--- src/rtl/compare_4_core.sv ---
// compare_4_core: registered 4-bit magnitude comparator stage with cascade input and invalid-cascade flag
module compare_4_core (
  input  logic       iClk,
  input  logic       iRst,
  input  logic [3:0] iData_a,
  input  logic [3:0] iData_b,
  input  logic [2:0] iData,
  output logic [2:0] oData,
  output logic       oErr
);
  logic [2:0] data_d, data_q;
  logic       err_d, err_q;
  // next result: operands decide unless equal, then equal-in dominates the cascade code
  always_comb begin
    data_d = (iData_a > iData_b) ? 3'b100 :
             (iData_a < iData_b) ? 3'b010 :
             iData[0]            ? 3'b001 :
             (iData == 3'b100)   ? 3'b100 :
             (iData == 3'b010)   ? 3'b010 : 3'b001;
    err_d  = (iData[2] & iData[1]) | (iData[2] & iData[0]) | (iData[1] & iData[0]);
  end
  // result registers; reset forces the equal code so the output stays one-hot
  always_ff @(posedge iClk or posedge iRst)
    if (iRst) begin
      data_q <= 3'b001;
      err_q  <= 1'b0;
    end else begin
      data_q <= data_d;
      err_q  <= err_d;
    end
  assign oData = data_q;
  assign oErr  = err_q;
endmodule

--- config.mk ---
export PLATFORM = sky130hd
export DESIGN_NAME = compare_4_core
export DESIGN_NICKNAME = d
export VERILOG_FILES = /design/src/rtl/compare_4_core.sv
export SDC_FILE = /design/constraint.sdc
export NUM_CORES = 1
export LEC_CHECK = 0
export CORE_AREA = 2 2 39 41
export CTS_CLUSTER_SIZE = 24
export DETAILED_ROUTE_END_ITERATION = 8
export DIE_AREA = 0 0 41 43
export GPL_ROUTABILITY_DRIVEN = 0
export PLACE_DENSITY = 0.46
export SLEW_MARGIN = 30
export SYNTH_ARGS = -nofsm -noshare
export SYNTH_HDL_FRONTEND = slang
export SYNTH_SLANG_ARGS = --single-unit
--- constraint.sdc ---
create_clock -name iClk -period 0.8 [get_ports iClk]
set_input_delay 0.16 -clock iClk [delete_from_list [all_inputs] [get_ports iClk]]
set_output_delay 0.16 -clock iClk [all_outputs]
set_load 0.02 [all_outputs]
* Word level (Yosys, flattened, before mapping)
Index checks and enable logic that the tools add are counted.
Word-level totals: output and inout bits 4, ROM bits 0, memories 0, bits in latches 0, RAM bits 0, logic and storage cells 16, register bits after elaboration 4
Cells by class: divide/modulo/power cells 0, multiplexer cells 5, equal/unequal tests 2, shift operators 0, bitwise gates (word level) 5, multipliers 0, add/sub/neg operators 0, order comparisons 2, reduce and logical (&&, ||, !) cells 0
Operator list (count):
- 2-to-1 mux 3 bit | 4
- > comparator 4 bit | 1
- less-than comparator 4 bit | 1
- bitwise AND 1 bit | 3
- equality test 3 x 2 -> 1 bit, second input constant | 1
- equality test 3 bit, second input constant | 1
- 2-to-1 mux 2 bit | 1
- bitwise OR 1 bit | 2

* Depth between registers and ports, before layout
depth in word-level cells 6, gate-level depth with buffers 5, gate-level depth less buffers 5

* Worst setup path after synthesis
No wires, ideal clock.
path kind input -> register, from input port iData_b[1], to register data_q[2], in the netlist oData[2], stages 5, library setup time 0.133 ns, arrival 0.905 ns, setup slack -0.238 ns, data required time 0.667 ns, buffers on the path 0, path through inv_1 ha_1 nor2b_2 o211ai_1 a21oi_1
On the way: longest elaborated chain between the ends 3
RTL lines:
- start, declared | line 6 | input logic [3:0] iData_b,
- less-than comparator 4 bit | line 16 | (iData_a < iData_b) ? 3'b010 :
- 2-to-1 mux 3 bit | line 16
- 2-to-1 mux 3 bit * | line 15 | data_d = (iData_a > iData_b) ? 3'b100 :
- named net data_d[2] | line 11 | logic [2:0] data_d, data_q;
- end signal, assigned | line 28 | data_q <= data_d;
- end, declared | line 11
Mark *: on every way through the listed nets, which the timed path passes. The rest lies on a longest branch.

* Worst setup path in the final report
from register data_q[0], in the netlist oData[0], to output port oData[0]
RTL lines:
- end, declared | line 8 | output logic [2:0] oData,
No word-level cell between the ends.

==> key figures <==
Setup path
  – Worst setup EP type: output port
  – CP required: 640 ps
  – CP bufs+invs: 1
  – Launch point of the worst path: oData[0]
  – Startpoint types: flop
  – Worst-path fanout max: 1
  – Worst-path cell chain: buf_6
  – Worst Path Arrival: 850 ps
  – CP top delay family: flip-flops
  – Max incr delay on CP: 510 ps
  – WS Path Type: reg -> out
  – Slowest stage cell, crit path: dfstp_2

Routing
  – WL final: 632 microns
  – Wire per inst: 10.2 microns
  – Iter 0 DRT Violations: 0
  – Via count: 264
  – Drt pass-1 iters: 1
  – Antenna Nets Post-Route: 0
  – Vias per Instance: around 4.3
  – Post-route DRC: 0

Timing
  – Endpoints failing setup: 7
  – Final worst-path cycle share: 126%
  – Unrepaired setup endpoints after global routing: true
  – Max Fclk: 994 MHz
  – Final TNS setup: -727 ps
  – Final setup margin: -206 ps
  – Max_slew headroom: 80.0%
  – Final Max Tran Viols: 0
  – Final hold vios: 0
  – Min Clock Period, post-route: 1010 ps
  – Worst slew pin tran: 299 ps

GRT
  – Vias in the first global route: 250
  – Total track usage: 8.04%
  – Overflow left after global routing: 0
  – Largest net degree at the start of global routing: 5
  – Global-route wire length before repair: 938 microns
  – Initial antenna violation count: 0

Logic synthesis
  – Syn Nets: between 40 and 50
  – Synth cell types: 15
  – Yosys reg bits: 4
  – Ys Warns: 0
  – Syn Std Cell Area: ~270 sq um
  – Post-synthesis average cell area: approximately 10 sq um
  – Post-synthesis sequential area ratio: 37.2%
  – Synthesized netlist cell count: 26

Clock tree
  – Max clock buf depth: 2
  – Clk root buf: clkbuf_4
  – Num CTS Buffers: 3
  – Clock slew at reported path FFs: 40 ps
  – Postcts setup bufs: 0
  – CTS tree: yes
  – Hold-fix buffers, CTS: 0
  – H-Tree Depth: 1
  – Clock sink total: 4

Job
  – Max-cap violations: 0

Outcome
  – Failing checks: setup timing
  – Outcome: finished with violations

Layout
  – Layout area overhead: 108%
  – Antenna cells: 0
  – Finished Cell Area: 567 sq um
  – Commonest non-fill, non-tap cell in the layout: buf_6
  – Ratio of cells with drive above 1 in the final layout: 65.2%
  – Commonest non-fill, non-tap cells in the layout: buf_6, ha_4
  – Fill count: 139
  – Final #Nets: 64

Floorplan
  – Die area: approximately 1800 sq um
  – Row cnt: 14
  – Initial core utilization: just under 20%
  – Die height: 43 microns
  – IO Pins: 17
  – Die Width: roughly 41 microns
  – Core Region: 1380 sq um

Pwr
  – Cell Pwr Density: 1370 nW/um^2
  – Worst IR drop on VDD: about 460 uV
  – Lkg Pwr: 0.242 nW

Worst hold path
  – Hold Crit Class: in -> async

Placement
  – Cell Area, Placed: 490 sq um
  – Port bufs: 16
  – Final HPWL DP: 490 microns
  – Setup WS pre-CTS: -802 ps
==> report_power, final <==
part / switching [mW] / total, mW / leakage [nW] / internal (mW)
logic: 0.120 / 0.277 / 0.181 / 0.157
registers: 0.00813 / 0.231 / 0.0454 / 0.223
clock network: 0.0812 / 0.268 / 0.0150 / 0.187
total: 0.209 / 0.777 / 0.242 / 0.567
==> area by class of cell <==
cell class	count	area [sq um]	area share, %
inverter	5	26.3	4.64
timing repair buffer	16	163	28.7
multi-input combinational	17	230	40.6
clock buffer	4	26.3	4.64
sequential	4	101	17.9
tap	16	20.0	3.53
==> cells in the mapped netlist <==
library cell | instances | area share (%)
nor2b_2 | 1 | 3.2
o211ai_1 | 1 | 2.8
a211oi_1 | 1 | 2.8
inv_1 | 5 | 6.9
ha_1 | 4 | 18
maj3_1 | 1 | 3.7
dfstp_2 | 1 | 9.6
nor4b_2 | 1 | 5.5
xnor2_1 | 1 | 3.2
dfrtp_1 | 3 | 28
nor3b_1 | 1 | 2.8
a21oi_1 | 2 | 3.7
a21o_1 | 1 | 2.8
nor2_1 | 2 | 2.8
nand4_2 | 1 | 4.6
==> routing by layer <==
metal | wire [microns] | track usage (%) | up-vias
met2 | 368 | 13.4 | 9
met3 | 39 | 1.57 | 0
met5 | 0 | 0 | -
met4 | 0 | 6.00 | 0
li1 | - | - | 130
met1 | 225 | 8.06 | 125
==> what timing repair did <==
| item | CTS | global route |
|---|---|---|
| gates resized for setup | 72 | 1 |
| setup endpoints to repair | 8 | 7 |
| pin swaps | 9 | 2 |
==> final timing paths <==
path / cells after the start / end
min in group iClk: 4 / oData[2]
hold / removal: 2 / oErr
setup / recovery: 1 / oData[0]
max in group asynchronous: 2 / oData[0]
==> sequential cells by signal (all words and copies together) (netlist names) <==
| register | flops |
|---|---|
| oData | 3 |
| oErr | 1 |
==> through the flow <==
stage | utilization (%) | total power, mW | hold WS (ps) | cells
after floorplan | - | 0.343 | -74.6 | 26
after global placement | 35.4 | 0.463 | 352 | 58
after detailed placement | 35.4 | 0.468 | 353 | 58
after CTS | 40.6 | 0.784 | 106 | 62
after global routing | 41.0 | 0.823 | 133 | 62
final | 41.0 | 0.777 | 104 | 62
==> cells by family after synthesis <==
family,after synthesis,share of synthesized area [%]
simple gates,6,18.8
fa+ha+maj,5,22.0
compound gates,5,11.9
buf+inv,5,6.88
xor+xnor,1,3.21
flops,4,37.2
Note: power is estimated with default switching activity, not from simulation.
==> RTL change: new RTL, same settings <==
Remove the register `data_q`: a continuous assignment takes its place, so the output `oData` follows one clock earlier.
--- a/src/rtl/compare_4_core.sv
+++ b/src/rtl/compare_4_core.sv
@@ -22,12 +22,12 @@
   // result registers; reset forces the equal code so the output stays one-hot
   always_ff @(posedge iClk or posedge iRst)
     if (iRst) begin
-      data_q <= 3'b001;
       err_q  <= 1'b0;
     end else begin
-      data_q <= data_d;
       err_q  <= err_d;
     end
+
+  assign data_q = data_d;
   assign oData = data_q;
   assign oErr  = err_q;
 endmodule
Formal check against the unedited RTL: not equivalent (Yosys sat finds a counterexample within 4 cycles, from zero or initial values and one cycle with iRst high).
==> RTL change against the unedited design <==
The run still ends with negative setup slack left; sequential cell count down 3; design area is 24% lower; setup slack lost 0.35 ns; utilization is 9.9 points lower; maximum frequency down 26%; wire length decreased by 14%; total power shrank 60%; synthesized area is 28% lower; sequential share of layout area down 12 points; final cell count shrank 11%; hold slack gained 0.20 ns; largest power group unchanged.
==> RTL change: results (changes against the unedited design) <==
STA
  – Final Cycle Share: 1.692 (was 1.258)
  – Worst Tran Pin Value: 0.3014 ns (was 0.2989 ns)
  – Final TNS setup: -1.628 ns (was -0.7270 ns)
  – Slew Viols, Final: 0 (unchanged)
  – Setup slack after layout: -0.5536 ns (was -0.2063 ns)
  – # setup viols final: 3 (was 7)

Logic synthesis
  – Count of cell types in the netlist: 14 (was 15)
  – Syn_nets: 40 (was 43)
  – Cell count after synthesis: 23 (was 26)
  – Sequential-to-total area share from yosys stat: 0.1274 (was 0.3716)
  – Post-synth top flop: dfrtp_1 (unchanged)
  – Commonest cells post-synth: 5 x inv_1, 4 x ha_1, 2 x a21oi_1, 2 x nor2_1 (was 5 x inv_1, 4 x ha_1, 3 x dfrtp_1, 2 x a21oi_1, 2 x nor2_1)
  – Yosys warning total: 0 (unchanged)
  – Mean post-synth cell area: 8.541 um^2 (was 10.49 um^2)
  – Dominant cells by area after synthesis: ha_1 25%, dfrtp_1 13%, inv_1 9.6% (was dfrtp_1 28%, ha_1 18%, dfstp_2 9.6%)

Clocking
  – Clk slew on worst S/H paths: 0 ns (was 0.04 ns)
  – Post-CTS resize count: 74 (was 72)

Route
  – DRT Wirelength: 544 um (was 632 um)
  – DR WL met3: 31 um (was 39 um)
  – Iteration-0 DRC Markers: 0 (unchanged)
  – Met1 Routed Length: 154 um (was 225 um)
  – Met2 WL: 358 um (was 368 um)
  – Vias per Instance: 3.909 (was 4.258)
  – DR top layer: met3 (unchanged)
  – Routed WL per cell: 9.891 um (was 10.19 um)

Worst setup path
  – Worst stage delay on the critical path: 0.26 ns (was 0.51 ns)
  – Worst path top cell family by delay: compound AO/OA/AOI/OAI gates (was flip-flops)
  – Max stage delay cell, worst path: ha_4 (was dfstp_2)
  – Highest fanout seen on the critical path: 3 (was 1)
  – CP arrival: 1.19 ns (was 0.85 ns)

Power and ir drop
  – Max IR drop VDD: 0.1577 mV (was 0.4555 mV)
  – Leakage: 0.0001853 uW (was 0.0002416 uW)
  – Internal: 190.0 uW (was 567.5 uW)
  – Seq pwr share: 0.181 (was 0.298)
  – Pwr dens: 722.0 nW/um^2 (was 1370 nW/um^2)

Status
  – Failing checks: negative setup slack (unchanged)
  – Outcome: finished, violations left (unchanged)

Global route
  – GR Util met1: 0.06013 (was 0.08065)
  – GR Util met2: 0.1281 (was 0.1344)
  – Total GRT Usage: 0.05994 (was 0.08040)
  – Initial antenna violation count: 0 (unchanged)
  – Vias in the first global route: 190 (was 250)
  – Met3 usage: 0 (was 0.01571)
  – Global-route wire length before repair: 765 um (was 938 um)
  – Largest net degree at the start of global routing: 5 (unchanged)

Placement
  – DP Cell Count: 55 (was 58)
  – Post-DP Area: 411.6 um^2 (was 490.5 um^2)
  – Setup Slack @ Placement: -1.605 ns (was -0.8016 ns)
  – Hpwl dp: 446.4 um (was 490.2 um)

Min path
  – Hold WC Path Type: input pin to async pin (unchanged)

Finish
  – Largest register FFs: 1 (was 3)
  – # diodes: 0 (unchanged)
  – # fillers: 148 (was 139)
  – Final #Nets: 58 (was 64)
  – Layout cells sized above 1: 0.6923 (was 0.6522)
RTL change: path summary, 6_finish.rpt:
path	depth (start not counted)	startpoint	end	slack [ns]
worst max-delay path	7	iData_b[1]	oData[0]	-0.55
worst min-delay path	2	iRst	oErr$_DFF_PP0_	0.31
max in group asynchronous	2	iRst	oErr$_DFF_PP0_	0.40
min in group iClk	2	iData[1]	oErr$_DFF_PP0_	0.47
RTL change: kinds of logic (layout without fill, tap and decap cells):
family                     Yosys count  in the layout  synth area share
AOI/OAI and AO/OA                    5              5            0.1656
xor gates and xnor gates             1              1           0.04459
adders and majority gates            5              5            0.3057
buffers and inverters                5             21           0.09555
DFF                                  1              1            0.1274
and+or+nand+nor                      6              6            0.2612
RTL change: final cells by class:
cell class	instances	area [um^2]	share of cell area
flip-flops and latches	1	25.02	0.05831
multi-input cells	17	230.2	0.5364
well taps	16	20.02	0.04665
inverters	5	31.28	0.07289
repair buffers	16	122.6	0.2857
